## src/rtl/div16by8_seq.sv

```systemverilog
// div16by8_seq -- sequential 16/8 unsigned divider (radix-2 restoring, one
// quotient bit per clock). Recovers A from P = A*B in the multiplier
// characterization flow and flags quotients wider than 8 bits.
//
// Ports:
//   clk        single clock, rising edge
//   rst        synchronous active-high reset
//   in_valid   operands valid            in_ready   block can accept operands
//   P [15:0]   dividend                  B [7:0]    divisor
//   out_valid  result valid              out_ready  sink accepts result
//   Q [15:0]   quotient                  R [7:0]    remainder
//   div_zero   B was 0 for this result
//   ovf        Q[15:8] != 0 (P is not B times any 8-bit A)
//
// Timing: accept edge captures operands, the next edge primes the datapath,
// then 16 iteration edges; out_valid rises 17 edges after accept. B == 0
// bypasses the iterations and reaches DONE on the accept edge itself.

module div16by8_seq (
  input  logic        clk,
  input  logic        rst,
  input  logic        in_valid,
  output logic        in_ready,
  input  logic [15:0] P,
  input  logic [7:0]  B,
  output logic        out_valid,
  input  logic        out_ready,
  output logic [15:0] Q,
  output logic [7:0]  R,
  output logic        div_zero,
  output logic        ovf
);

  typedef enum logic [1:0] {
    IDLE = 2'd0,
    CALC = 2'd1,
    DONE = 2'd2
  } state_t;

  state_t      state_reg;

  // Working shift register: dividend bits leave at the MSB while quotient
  // bits enter at the LSB, so after 16 iterations it holds the quotient.
  logic [15:0] work_reg;
  logic [7:0]  div_reg;
  logic [7:0]  rem_reg;
  logic [3:0]  cnt_reg;
  logic        primed_reg;

  logic        in_ready_reg;
  logic        out_valid_reg;
  logic [15:0] q_reg;
  logic [7:0]  r_reg;
  logic        div_zero_reg;
  logic        ovf_reg;

  // One restoring step. The trial value is 9 bits wide only so the compare
  // sees the bit shifted out of the remainder; after a successful subtract
  // the result is below the divisor, so 8-bit modular subtraction is exact.
  logic [8:0]  trial;
  logic        qbit;
  logic [7:0]  rem_next;
  logic [15:0] work_next;

  assign trial     = {rem_reg, work_reg[15]};
  assign qbit      = (trial >= {1'b0, div_reg});
  assign rem_next  = qbit ? (trial[7:0] - div_reg) : trial[7:0];
  assign work_next = {work_reg[14:0], qbit};

  always_ff @(posedge clk) begin
    if (rst) begin
      state_reg     <= IDLE;
      work_reg      <= '0;
      div_reg       <= '0;
      rem_reg       <= '0;
      cnt_reg       <= '0;
      primed_reg    <= 1'b0;
      in_ready_reg  <= 1'b1;
      out_valid_reg <= 1'b0;
      q_reg         <= '0;
      r_reg         <= '0;
      div_zero_reg  <= 1'b0;
      ovf_reg       <= 1'b0;
    end else begin
      case (state_reg)
        IDLE: begin
          if (in_valid) begin
            in_ready_reg <= 1'b0;
            work_reg     <= P;
            div_reg      <= B;
            rem_reg      <= '0;
            cnt_reg      <= '0;
            primed_reg   <= 1'b0;
            if (B == 8'd0) begin
              // Divide by zero: saturated quotient, dividend low byte as
              // remainder, both flags set.
              state_reg     <= DONE;
              out_valid_reg <= 1'b1;
              q_reg         <= 16'hFFFF;
              r_reg         <= P[7:0];
              div_zero_reg  <= 1'b1;
              ovf_reg       <= 1'b1;
            end else begin
              state_reg <= CALC;
            end
          end
        end

        CALC: begin
          if (!primed_reg) begin
            // Load cycle between accept and the first iteration.
            primed_reg <= 1'b1;
          end else begin
            work_reg <= work_next;
            rem_reg  <= rem_next;
            cnt_reg  <= cnt_reg + 4'd1;
            if (cnt_reg == 4'd15) begin
              state_reg     <= DONE;
              out_valid_reg <= 1'b1;
              q_reg         <= work_next;
              r_reg         <= rem_next;
              div_zero_reg  <= 1'b0;
              ovf_reg       <= |work_next[15:8];
            end
          end
        end

        DONE: begin
          if (out_ready) begin
            state_reg     <= IDLE;
            out_valid_reg <= 1'b0;
            in_ready_reg  <= 1'b1;
          end
        end

        default: begin
          state_reg     <= IDLE;
          out_valid_reg <= 1'b0;
          in_ready_reg  <= 1'b1;
        end
      endcase
    end
  end

  assign in_ready  = in_ready_reg;
  assign out_valid = out_valid_reg;
  assign Q         = q_reg;
  assign R         = r_reg;
  assign div_zero  = div_zero_reg;
  assign ovf       = ovf_reg;

endmodule
```

## config.mk

```make
export PLATFORM = sky130hd
export DESIGN_NAME = div16by8_seq
export DESIGN_NICKNAME = d
export VERILOG_FILES = /design/src/rtl/div16by8_seq.sv
export SDC_FILE = /design/constraint.sdc
export NUM_CORES = 1
export LEC_CHECK = 0
export ABC_AREA = 0
export CORE_MARGIN = 2
export CORE_UTILIZATION = 35
export DETAILED_ROUTE_END_ITERATION = 7
export GPL_TIMING_DRIVEN = 0
export PLACE_DENSITY = 0.59
export SETUP_SLACK_MARGIN = 0.02
export SLEW_MARGIN = 20
export SYNTH_ARGS = -nofsm -noshare
export SYNTH_HDL_FRONTEND = slang
export SYNTH_SLANG_ARGS = --single-unit
```

## constraint.sdc

```tcl
create_clock -name clk -period 2.3 [get_ports clk]
set_input_delay 0.23 -clock clk [delete_from_list [all_inputs] [get_ports clk]]
set_output_delay 0.23 -clock clk [all_outputs]
set_load 0.1 [all_outputs]
```

==> results of run 1 <==
-- power by group through the flow --
stage	clock (mW)	sequential, mW	combinational, mW
final	1.09	1.24	0.448
after global routing	1.16	1.25	0.496
after CTS	1.11	1.24	0.443
after detailed placement	0	1.26	0.429
after global placement	0	1.26	0.424
after floorplan	0	1.27	0.278
-- logic make-up after synthesis --
family,after synthesis
AOI/OAI and AO/OA,78
xor gates and xnor gates,5
adders and majority gates,10
buffers and inverters,38
DFF,67
muxes,20
and+or+nand+nor,178
-- metrics by stage --
step | instance area (µm²) | setup WS, ns | hold slack (ns)
after floorplan | 3307 | 0.1587 | 0.3772
after global placement | 3996 | -0.03597 | 0.4589
after detailed placement | 3996 | -0.08313 | 0.4630
after CTS | 4254 | 0.02433 | 0.4620
after global routing | 4262 | 0.02288 | 0.4669
final | 4262 | 0.1352 | 0.4642
-- path summary, 6_finish.rpt --
path / endpoint / cells after the start / slack, ns / start
worst max-delay path: rem_reg[6] / 9 / 0.14 / work_reg[15]
worst min-delay path: work_reg[10] / 3 / 0.46 / P[10]
worst max register to register: rem_reg[6] / 9 / 0.14 / work_reg[15]
worst min register to register: work_reg[0] / 2 / 0.48 / work_reg[0]
-- area by class of cell --
class                   count  area, µm²
plain buffers              26      136.4
clock buffers              10      127.6
clock inverters             6      90.09
fillers                   932       4935
inverters                  12      45.04
multi-input cells         291       1814
flip-flops and latches     67       1344
well taps                 111      138.9
repair buffers             57      565.5
-- layer usage --
metal  global-route usage, %  vias up
met5                       0        -
met4                   6.965        0
met3                   3.106       16
met2                   28.12       83
met1                   27.30     1417
li1                        -     1537
-- repair_timing --
| action | 4_1_cts | 5_1_grt |
|---|---|---|
| buffers inserted | 2 | 0 |
| pin swaps | 5 | 3 |
| endpoints found under the setup margin | 2 | 2 |
| gates resized for setup | 8 | 2 |
| gates cloned | 0 | 0 |
-- cell usage after synthesis, types with 2 or more instances --
library cell	count	share of area, %
nor2_1	76	8.6
dfxtp_1	67	41
nand2_1	46	5.2
mux2i_1	19	5.8
a311oi_1	17	4.5
o21ai_0	14	2.1
a211oi_1	12	2.7
a21oi_1	12	1.8
clkbuf_1	12	1.4
inv_1	12	1.4
ha_1	9	3.4
nor2b_1	9	1.7
nor3_1	8	1.2
buf_2	7	1.1
nand2b_1	7	1.3
nor3_2	7	2.1
nand3_1	6	0.91
xor2_1	5	1.3
buf_6	3	1.0
nand4b_1	3	0.79
o21ai_1	3	0.45
o221ai_1	3	0.79
a21o_1	2	0.45
a21oi_2	2	0.53
a22oi_1	2	0.45
and3_1	2	0.38
buf_1	2	0.23
buf_4	2	0.45
nand3b_1	2	0.45
nor4_1	2	0.38
o31a_1	2	0.53
-- cell usage in the layout (no fill, tap or decap), drive strengths merged, types with 5 or more instances in the layout --
master and count:
inv 12, clkdlybuf4s50 55, a311oi 17, nor2 77, nor2b 9, a21oi 14, buf 16, clkbuf 22
nand2b 7, xor2 5, nand2 46, nand3 6, dfxtp 67, a211oi 12, nor3 15, ha 9
o21ai 17, mux2i 19
-- worst max-delay path, delay by kind of cell, from the launching register on --
family | cells | cell delay (ns)
AOI/OAI and AO/OA | 4 | 1.05
adders and majority gates | 2 | 0.49
DFF | 1 | 0.34
buffers and inverters | 2 | 0.13
and+or+nand+nor | 1 | 0.06
==> results.yml, run 1 <==
global_routing:
  grtUsageTotal_pct: 18.82
  grt_overflow: 0
  grt_pass1_wl_um: 15060
  antenna_found_initial: 0
  grt_max_degree: 13
  grt_pass1_vias: 2975
timing:
  skew_ns: 0.01363
  tns_ns: 0
  finalHoldViolCount: 0
  rsz0062_at_grt: "false"
  drv_slew: 0
  max_slew_margin_pct: 34.97
  tightestPinTransition_ns: 0.9724
  layout_min_cycle_time_ns: 2.165
  fin_crit_sh_pct: 94.12
  fmax_ghz: 0.4619
  setup_viol: 0
min_path:
  hp-class: "input port to flip-flop"
critical_path:
  startpoint_type: "flip-flop"
  max_stage_delay_ns: 0.37
  slowest_stage: "a2111o_1"
  crit_type: "flip-flop to flip-flop"
  critPathRequiredTime_ns: 2.55
  critPathArrivalTime_ns: 2.41
  path_max_fanout: 3
  cp_cell_sequence: "inv_2, ha_4, inv_1, fa_2, a211oi_2, nor2_2, a2111o_1, a41o_1, a221oi_2"
  cp-end-kind: "flip-flop"
floorplanning:
  die_height_um: 101.2
  rows: 35
  initial_core_util_pct: 35.96
  die_area_mm2: 0.01024
  num_io_pins: 56
  die_w_um: 101.2
  core-area_mm2: 0.009196
yosys:
  synthAdderAreaFrac_pct: 4.011
  synthSimpleGateAreaFrac_pct: 25.39
  synth_area_mm2: 0.003307
  synth_edf_count: 0
  synth_compound_area_share_pct: 17.03
  synth-main-ff-cell: "dfxtp_1"
  synth_seq_area_share_pct: 40.56
  synthArstFlopShare_pct: 0
  post_synth.cell_area_avg_um2: 8.351
  synthCells: 396
  synth-seq-cells: 67
  synth_top_family_by_area: "simple AND/OR/NAND/NOR gates"
  synthMuxAreaShare_pct: 6.205
  yosys.area_share.xor_xnor_pct: 1.324
  syn-num-nets: 434
  ys.warnings.count: 0
  synth_cell_types: 52
pwr:
  p_int_mw: 2.006
  ir_drop_mv: 0.3416
  seqPwrFrac_pct: 44.7
  clkPwrFrac_pct: 39.2
  swShare_pct: 27.71
  p_sw_mw: 0.7691
  pwr-share-comb_pct: 16.1
  pwr_density_cell_mw_per_mm2: 651.2
  leakage_nw: 1.577
  power_mw: 2.775
route:
  drc: 0
  dr_wl_met3_um: 378
  routed_wl_um: 9004
  routedLengthMet1_um: 4506
  dr.max_layer_used: "met4"
  dr_wl_met2_um: 3922
  num_vias: 3053
  wire_per_inst_um: 15.52
  drt_iter0_markers: 155
  drtAntennaViolNets: 0
  dr.pass1.iters: 4
  vias_per_cell: 5.264
final_layout:
  drive_gt1_share_pct: 10.45
  antenna-diode-count: 0
  stdcell_count: 580
  final_nets: 502
  syn_to_final_growth_pct: 28.87
  fin_util_pct: 46.34
clock_network:
  cts_hold_buf: 0
  cts_tree: "built"
  clock_latency_ns: 0.34
  clockRootBuffer: "clkbuf_8"
  clock_sinks: 67
  cts_made_buffers: 9
  cts_buffer_depth: 2
  clk_pin_slew_ns: 0.08
  ctsHtreeMaxLevel: 3
placement:
  hpwl_um: 6700
  port_buffers: 55
  dp.cells: 562
  gp_congestion: 0.8675
job:
  maxCapViolCount: 0
run_status:
  status: "completed"
Note: power is estimated with default switching activity, not from simulation.
==> run 2, diff against run 1 <==
- CTS_CLUSTER_DIAMETER: default -> 60
- SKIP_CTS_REPAIR_TIMING: default -> 1
==> results.yml, run 2 (same netlist as run 1, synthesis figures left out) <==
clock_network:
  clk_pin_slew_ns: 0.08
  cts_made_buffers: 9
  clock_sinks: 67
  ctsHtreeMaxLevel: 3
  clock_latency_ns: 0.34
  cts_tree: "built"
  cts_buffer_depth: 2
  clockRootBuffer: "clkbuf_8"
pwr:
  pwr_density_cell_mw_per_mm2: 649.7
  leakage_nw: 1.583
  power_mw: 2.774
  ir_drop_mv: 0.3415
route:
  vias_per_cell: 5.193
  num_vias: 3017
  wire_per_inst_um: 15.49
  dr.pass1.iters: 4
  drc: 0
  drt_iter0_markers: 144
  drtAntennaViolNets: 0
  routed_wl_um: 8998
placement:
  placed_area_mm2: 0.003996
  dp.cells: 562
  gp_congestion: 0.8675
  hpwl_um: 6700
  port_buffers: 55
  dp_slack_ns: -0.08313
final_layout:
  final_cell_mix: "nor2_1 (75), dfxtp_1 (65), clkdlybuf4s50_1 (55), nand2_1 (46), mux2i_1 (19)"
  final_common_cell: "nor2_1"
  syn_to_final_growth_pct: 29.10
  stdcell_count: 581
  fillers: 929
  antenna-diode-count: 0
  fin_util_pct: 46.42
  final_area_mm2: 0.004269
  final_nets: 503
  drive_gt1_share_pct: 10.85
run_status:
  status: "completed"
job:
  maxCapViolCount: 0
floorplanning:
  initial_core_util_pct: 35.96
  num_io_pins: 56
  die_height_um: 101.2
  die_area_mm2: 0.01024
  core-area_mm2: 0.009196
  rows: 35
  die_w_um: 101.2
critical_path:
  startpoint_type: "flip-flop"
  r2r_slack_ns: 0.04
  critPathArrivalTime_ns: 2.51
  path_max_fanout: 3
  critPathRequiredTime_ns: 2.54
  cp-end-kind: "flip-flop"
  crit_type: "flip-flop to flip-flop"
global_routing:
  grt_pass1_vias: 2959
  grt_overflow: 0
  grtUsageTotal_pct: 18.76
  grt_max_degree: 13
  grt_pass1_wl_um: 15000
  antenna_found_initial: 0
timing:
  tightestPinTransition_ns: 0.9746
  finalHoldViolCount: 0
  fin_crit_sh_pct: 98.39
  setup_ws_ns: 0.03712
  layout_min_cycle_time_ns: 2.263
  tns_ns: 0
  fin_hold_ws_ns: 0.4688
  drv_slew: 0
  max_slew_margin_pct: 34.82
  fmax_ghz: 0.4419
  rsz0062_at_grt: "true"
  setup_viol: 0
  skew_ns: 0.01387
min_path:
  hp-class: "input port to flip-flop"
run 2: report_power, final:
| part | internal, mW | leakage (nW) | total [mW] | switching (mW) |
|---|---|---|---|---|
| clock network | 0.613 | 0.106 | 1.08 | 0.471 |
| registers | 1.20 | 0.546 | 1.24 | 0.0380 |
| logic | 0.193 | 0.930 | 0.450 | 0.257 |
| total | 2.01 | 1.58 | 2.77 | 0.766 |
run 2: final cells by class:
class / instances / area, µm² / area share [%]
Sequential cell: 67 / 1344 / 31.48
Multi-Input combinational cell: 291 / 1814 / 42.50
Clock buffer: 10 / 127.6 / 2.989
Timing Repair Buffer: 58 / 573.1 / 13.42
Clock inverter: 6 / 90.09 / 2.110
Inverter: 12 / 45.04 / 1.055
Buffer: 26 / 136.4 / 3.195
Tap cell: 111 / 138.9 / 3.253
run 2: path summary, 6_finish.rpt:
kind,from,cells past startpoint,endpoint
worst min-delay path,P[10],3,work_reg[10]
worst min register to register,work_reg[0],2,work_reg[0]
worst max register to register,work_reg[15],9,rem_reg[6]
worst max-delay path,work_reg[15],9,rem_reg[6]
run 2: metal layers:
metal | up-vias | global-route usage, % | share of wire (%)
met1 | 1401 | 27.24 | 50
met4 | 0 | 6.965 | 1.6
met3 | 10 | 3.106 | 3.6
met5 | - | 0 | 0
li1 | 1538 | - | -
met2 | 68 | 27.97 | 45
run 2: worst max-delay path: stages (launching register included):
cell and delay [ns]:
dfxtp_2 0.33, inv_2 0.08, ha_4 0.14, inv_2 0.04, fa_2 0.39, a211oi_2 0.24
nor2_2 0.07, a2111o_1 0.37, a41o_1 0.22, a221oi_2 0.27
==> run 3, diff against run 2 <==
--- a/constraint.sdc
+++ b/constraint.sdc
@@ -3,2 +3,2 @@
 set_output_delay 0.23 -clock clk [all_outputs]
-set_load 0.1 [all_outputs]
+set_load 0.05 [all_outputs]
==> results of run 3 <==
Same layout as run 2 (identical final DEF). Status: completed.
Among the figures that moved: total power 2.774 mW -> 2.765 mW; worst IR drop on VDD 0.3415 mV -> 0.3414 mV
==> variant 1: new RTL, config.mk and constraints of run 2 <==
Re-encode `state_t` (3 states) as one-hot, 3 bits wide.
--- a/src/rtl/div16by8_seq.sv
+++ b/src/rtl/div16by8_seq.sv
@@ -33,6 +33,6 @@
 
-  typedef enum logic [1:0] {
-    IDLE = 2'd0,
-    CALC = 2'd1,
-    DONE = 2'd2
+  typedef enum logic [2:0] {
+    IDLE = 3'b001,
+    CALC = 3'b010,
+    DONE = 3'b100
   } state_t;
Behaviour: no difference found for any inputs over 10 cycles, from zero or initial values and one cycle with rst high; not proved beyond that.
==> variant 1 against run 2 <==
  * Sequential cell count grew 1
  * Via count shrank 7.2%
  * Worst setup slack gained 0.075 ns
  * Die area shrank 5.8%
  * Synthesized area shrank 6.0%
  * Final area shrank 2.5%
  * Routed wire length shrank 5.6%
  * Critical path type unchanged
  * Critical endpoint is now R[0]
Power is not compared: it rests on default switching activity, and its combinational part moved more than twofold at a synthesized area within 25%.
==> variant 1: results (changes against run 2) <==
[status]
outcome = complete, no violations

[detailed_routing]
wl_met3_um = 396  ; +23%
routed_wl_mm = 8.494  ; -5.6%
route.top_layer_used = met4
wl_met2_mm = 3.979  ; -1.8%
vias = 2800  ; -7.2%
drt_iter0_drc = 154  ; +6.9%
drt_first_pass_iters = 4  ; unchanged
drt-met1-wl_mm = 4.015  ; -10%

[critical_path]
cp_max_fo = 5  ; +2
critPathArrivalTime_ns = 2.45  ; -0.06 ns
r2r_slack_ns = 0.11  ; +0.07 ns

[timing]
max_slew.worst_pin.slew_ns = 0.9765  ; +0.001850 ns
timing.final.crit_share = 0.9514  ; -0.03246
skew_ns = 0.009299  ; -0.004574 ns

[global_route]
met1_usage = 0.2373  ; -0.03512
grt_first_pass_wirelength_mm = 13.59  ; -9.4%
grt_pass1_vias = 2666  ; -9.9%
met2_usage = 0.2808  ; +0.001148
grt_start_max_net_pins = 13  ; unchanged
grt_usage = 0.1758  ; -0.01184

[placement]
hpwl_mm = 6.176  ; -7.8%
gp_congestion = 0.8163  ; -5.9%
dp_slack_ns = -0.1682  ; -0.08507 ns
place_area_mm2 = 0.003784  ; -5.3%

[synthesis]
synth.area.top_cells = dfxtp_1 (44%), mux2i_1 (7.4%), o221a_2 (5.1%)
synth.distinct_cells = 44  ; -15%
syn_nets = 380  ; -12%
seq_area_frac_synth = 0.4380  ; +0.03240
yosys-top-cells-count = dfxtp_1 (68), nand2_1 (38), nor2_1 (34), mux2i_1 (23), a21oi_1 (21)

[pwr]
peakVddDrop_mv = 0.5961

[clock_network]
clk_pin_slew_ns = 0.08  ; about the same
cts_max_path_buffers = 2  ; unchanged

[finish]
nets = 450  ; -11%

-- variant 1: final timing paths --
kind	start	end	cells past startpoint
max	div_reg[1]	R[0]	8
min	B[2]	div_reg[2]	3
max reg2reg	div_reg[1]	R[0]	8
min reg2reg	in_ready	in_ready	2
-- variant 1: through the flow --
step                      setup TNS [ns]  utilization  instances  total power, µW  hold slack (ns)
after floorplan                        0            -        342             2097           0.3335
after global placement            -1.525       0.4360        504             2349           0.4359
after global routing                   0       0.4798        525             3831           0.4669
final                                  0       0.4798        525             3640           0.4465
after detailed placement          -2.338       0.4360        504             2360           0.4364
after CTS                         -1.955       0.4619        520             3459           0.4419
-- variant 1: power by group through the flow --
stage               logic (µW)  clock network (µW)  registers (µW)
finish                    1160                1110            1380
global route              1260                1180            1390
CTS                        967                1120            1370
detailed placement         960                   0            1400
global placement           951                   0            1400
floorplan                  655                   0            1440
-- variant 1: layout make-up --
cell class | instances | area (µm²)
fill | 866 | 4514
multi-input combinational | 244 | 1734
sequential | 68 | 1361
timing repair buffer | 58 | 574.3
clock buffer | 10 | 137.6
tap | 108 | 135.1
clock inverter | 6 | 87.58
buffer | 18 | 85.08
inverter | 13 | 48.80
-- variant 1: critical path: stages, from the launching register on --
cell	delay (ns)
dfxtp_1	0.33
inv_1	0.07
ha_1	0.31
a21o_1	0.18
a41o_2	0.33
o31ai_4	0.19
buf_6	0.16
mux2_2	0.34
o22ai_1	0.18
-- variant 1: kinds of logic after synthesis --
kind of cell,count (synthesis),share of synthesized area
buffers and inverters,31,0.04307
DFF,68,0.4380
muxes,24,0.07770
and+or+nand+nor,111,0.1622
adders and majority gates,10,0.04267
AOI/OAI and AO/OA,91,0.2166
xor gates and xnor gates,7,0.01973
==> variant 2: new RTL, flow settings as in run 2 <==
Made on the original files. Put one more register stage on the output `ovf`, without a reset. The value now appears one clock later. The other outputs are not delayed to match.
--- a/src/rtl/div16by8_seq.sv
+++ b/src/rtl/div16by8_seq.sv
@@ -149,3 +149,5 @@
   assign div_zero  = div_zero_reg;
-  assign ovf       = ovf_reg;
+  always_ff @(posedge clk) begin
+    ovf <= ovf_reg;
+  end
 
Check against the original RTL: not equivalent (Yosys sat finds a counterexample within 4 cycles, from zero or initial values and one cycle with rst high).
==> variant 2 against run 2 <==
  * Final area up 1.1%
  * Total power fell by 0.62%
  * Sequential cell count rose by 1
  * Non-clock buffer count is the same
  * Largest power group unchanged
  * Critical path depth unchanged
  * Routed wire length increased by 2.0%
  * Core utilization increased by 0.28 points
  * Sequential share of layout area up 0.18 points
  * Worst setup slack improved by 0.058 ns
  * Synthesized area increased by 0.61%
==> variant 2: results (changes against run 2) <==
[status]
outcome = complete, no violations

[clock_network]
insertion_delay_ns = 0.34  ; about the same
cts_root_buffer = clkbuf_8
cts_max_path_buffers = 2  ; unchanged
clk_pin_slew_ns = 0.08  ; about the same
cts.htree.levels = 3  ; unchanged

[finish]
nets = 504  ; +0.20%
num_antenna_cells = 0  ; unchanged
drive_above_1_share = 0.1125  ; +0.004016

[critical_path]
rr_worst_depth = 9  ; unchanged
crit_path_start_kind = flop
r2r-start = work_reg[15]
critPathArrivalTime_ns = 2.46  ; -0.05 ns
cp_max_fo = 3  ; unchanged
r2r_end = rem_reg[6]

[global_route]
grt_first_pass_wirelength_mm = 14.81  ; -1.2%
met2_usage = 0.2883  ; +0.008660
grt_pass1_vias = 2982  ; +0.78%
grt_use_met3 = 0.02899  ; -0.002070
grt_usage = 0.1868  ; -0.0008570
grt_antenna_before_repair = 0  ; unchanged
met1_usage = 0.2629  ; -0.009528
grt_start_max_net_pins = 13  ; unchanged

[pwr]
peakVddDrop_mv = 0.3067  ; -10%
power.leakage_uw = 0.001589  ; +0.36%
pg_comb_uw = 454  ; +0.9%
clkPwrFrac = 0.379  ; -0.012
p_int_uw = 1974  ; -1.7%

[timing]
max_slew.worst_pin.slew_ns = 0.9757  ; +0.001030 ns
layout_setup_ws_ns = 0.09512  ; +0.05799 ns
skew_ns = 0.007565  ; -0.006308 ns

[min_path]
min_path_type = flop to flop

[synthesis]
async_reset_ff_frac = 0  ; unchanged
synth.area.top_cells = dfxtp_1 (41%), nor2_1 (8.6%), mux2i_1 (5.7%)
synth_compound_area_frac = 0.1692  ; -0.001025
syn_nets = 435  ; +0.23%
yosys-top-cells-count = nor2_1 (76), dfxtp_1 (68), nand2_1 (46), mux2i_1 (19), a311oi_1 (17)
seq_area_frac_synth = 0.4092  ; +0.003577
synth_xor_area_frac = 0.01316  ; -0.00007968
synth.distinct_cells = 52  ; unchanged
synth_fa_ha_area_frac = 0.03986  ; -0.0002413
muxShareOfSynthArea = 0.06168  ; -0.0003734
yosysWarnings = 0  ; unchanged

[detailed_routing]
avgRoutedWirePerCell_um = 15.30  ; -1.2%
vias = 3056  ; +1.3%
drt_iter0_drc = 222  ; +54%
drt_first_pass_iters = 5  ; +1

[placement]
dp_slack_ns = -0.06539  ; +0.01774 ns
hpwl_mm = 6.717  ; +0.25%
gp_congestion = 0.8161  ; -5.9%
portBuffers = 55  ; unchanged
place_area_mm2 = 0.004039  ; +1.1%

## variant 2: cell types whose count changed after synthesis
cell	run 2	this run
dfxtp_1	67	68
## variant 2: worst min-delay path by stage
stage                     startpoint   to  slack [ns]  depth (start not counted)
final                        ovf_reg  ovf        0.36                          0
after global routing         ovf_reg  ovf        0.37                          0
after CTS                    ovf_reg  ovf        0.36                          0
after detailed placement     ovf_reg  ovf        0.35                          0
after global placement       ovf_reg  ovf        0.34                          0
after floorplan              ovf_reg  ovf        0.33                          0
## variant 2: per-layer routing
layer | wire length (µm) | part of all wire
met5 | 0 | 0
met4 | 133 | 0.014
met3 | 423 | 0.046
met2 | 4150 | 0.45
met1 | 4471 | 0.49
## variant 2: area by class of cell
| class | count | area (µm²) |
|---|---|---|
| fillers | 940 | 4925 |
| multi-input cells | 291 | 1821 |
| inverters | 12 | 47.55 |
| clock buffers | 11 | 151.4 |
| clock inverters | 5 | 58.81 |
| flip-flops and latches | 68 | 1366 |
| well taps | 129 | 161.4 |
| repair buffers | 58 | 573.1 |
| plain buffers | 26 | 136.4 |
## variant 2: worst max-delay path, stage by stage (launching register included)
cell,delay [ns]
dfxtp_2,0.34
inv_4,0.06
ha_4,0.13
inv_2,0.04
fa_2,0.39
a211oi_2,0.24
nor2_2,0.08
a2111o_1,0.36
a41o_1,0.22
a221oi_2,0.26
## variant 2: metrics by stage
stage                     power [µW]  TNS (ns)  std cells  utilization  hold slack, ns
after global placement          1706  -0.05051        581       0.4371          0.3393
after global routing            2876         0        600       0.4670          0.3722
after detailed placement        1713  -0.09909        581       0.4371          0.3456
after CTS                       2747   -0.1194        597       0.4599          0.3593
final                           2756         0        600       0.4670          0.3610
after floorplan                 1564         0        397            -          0.3314
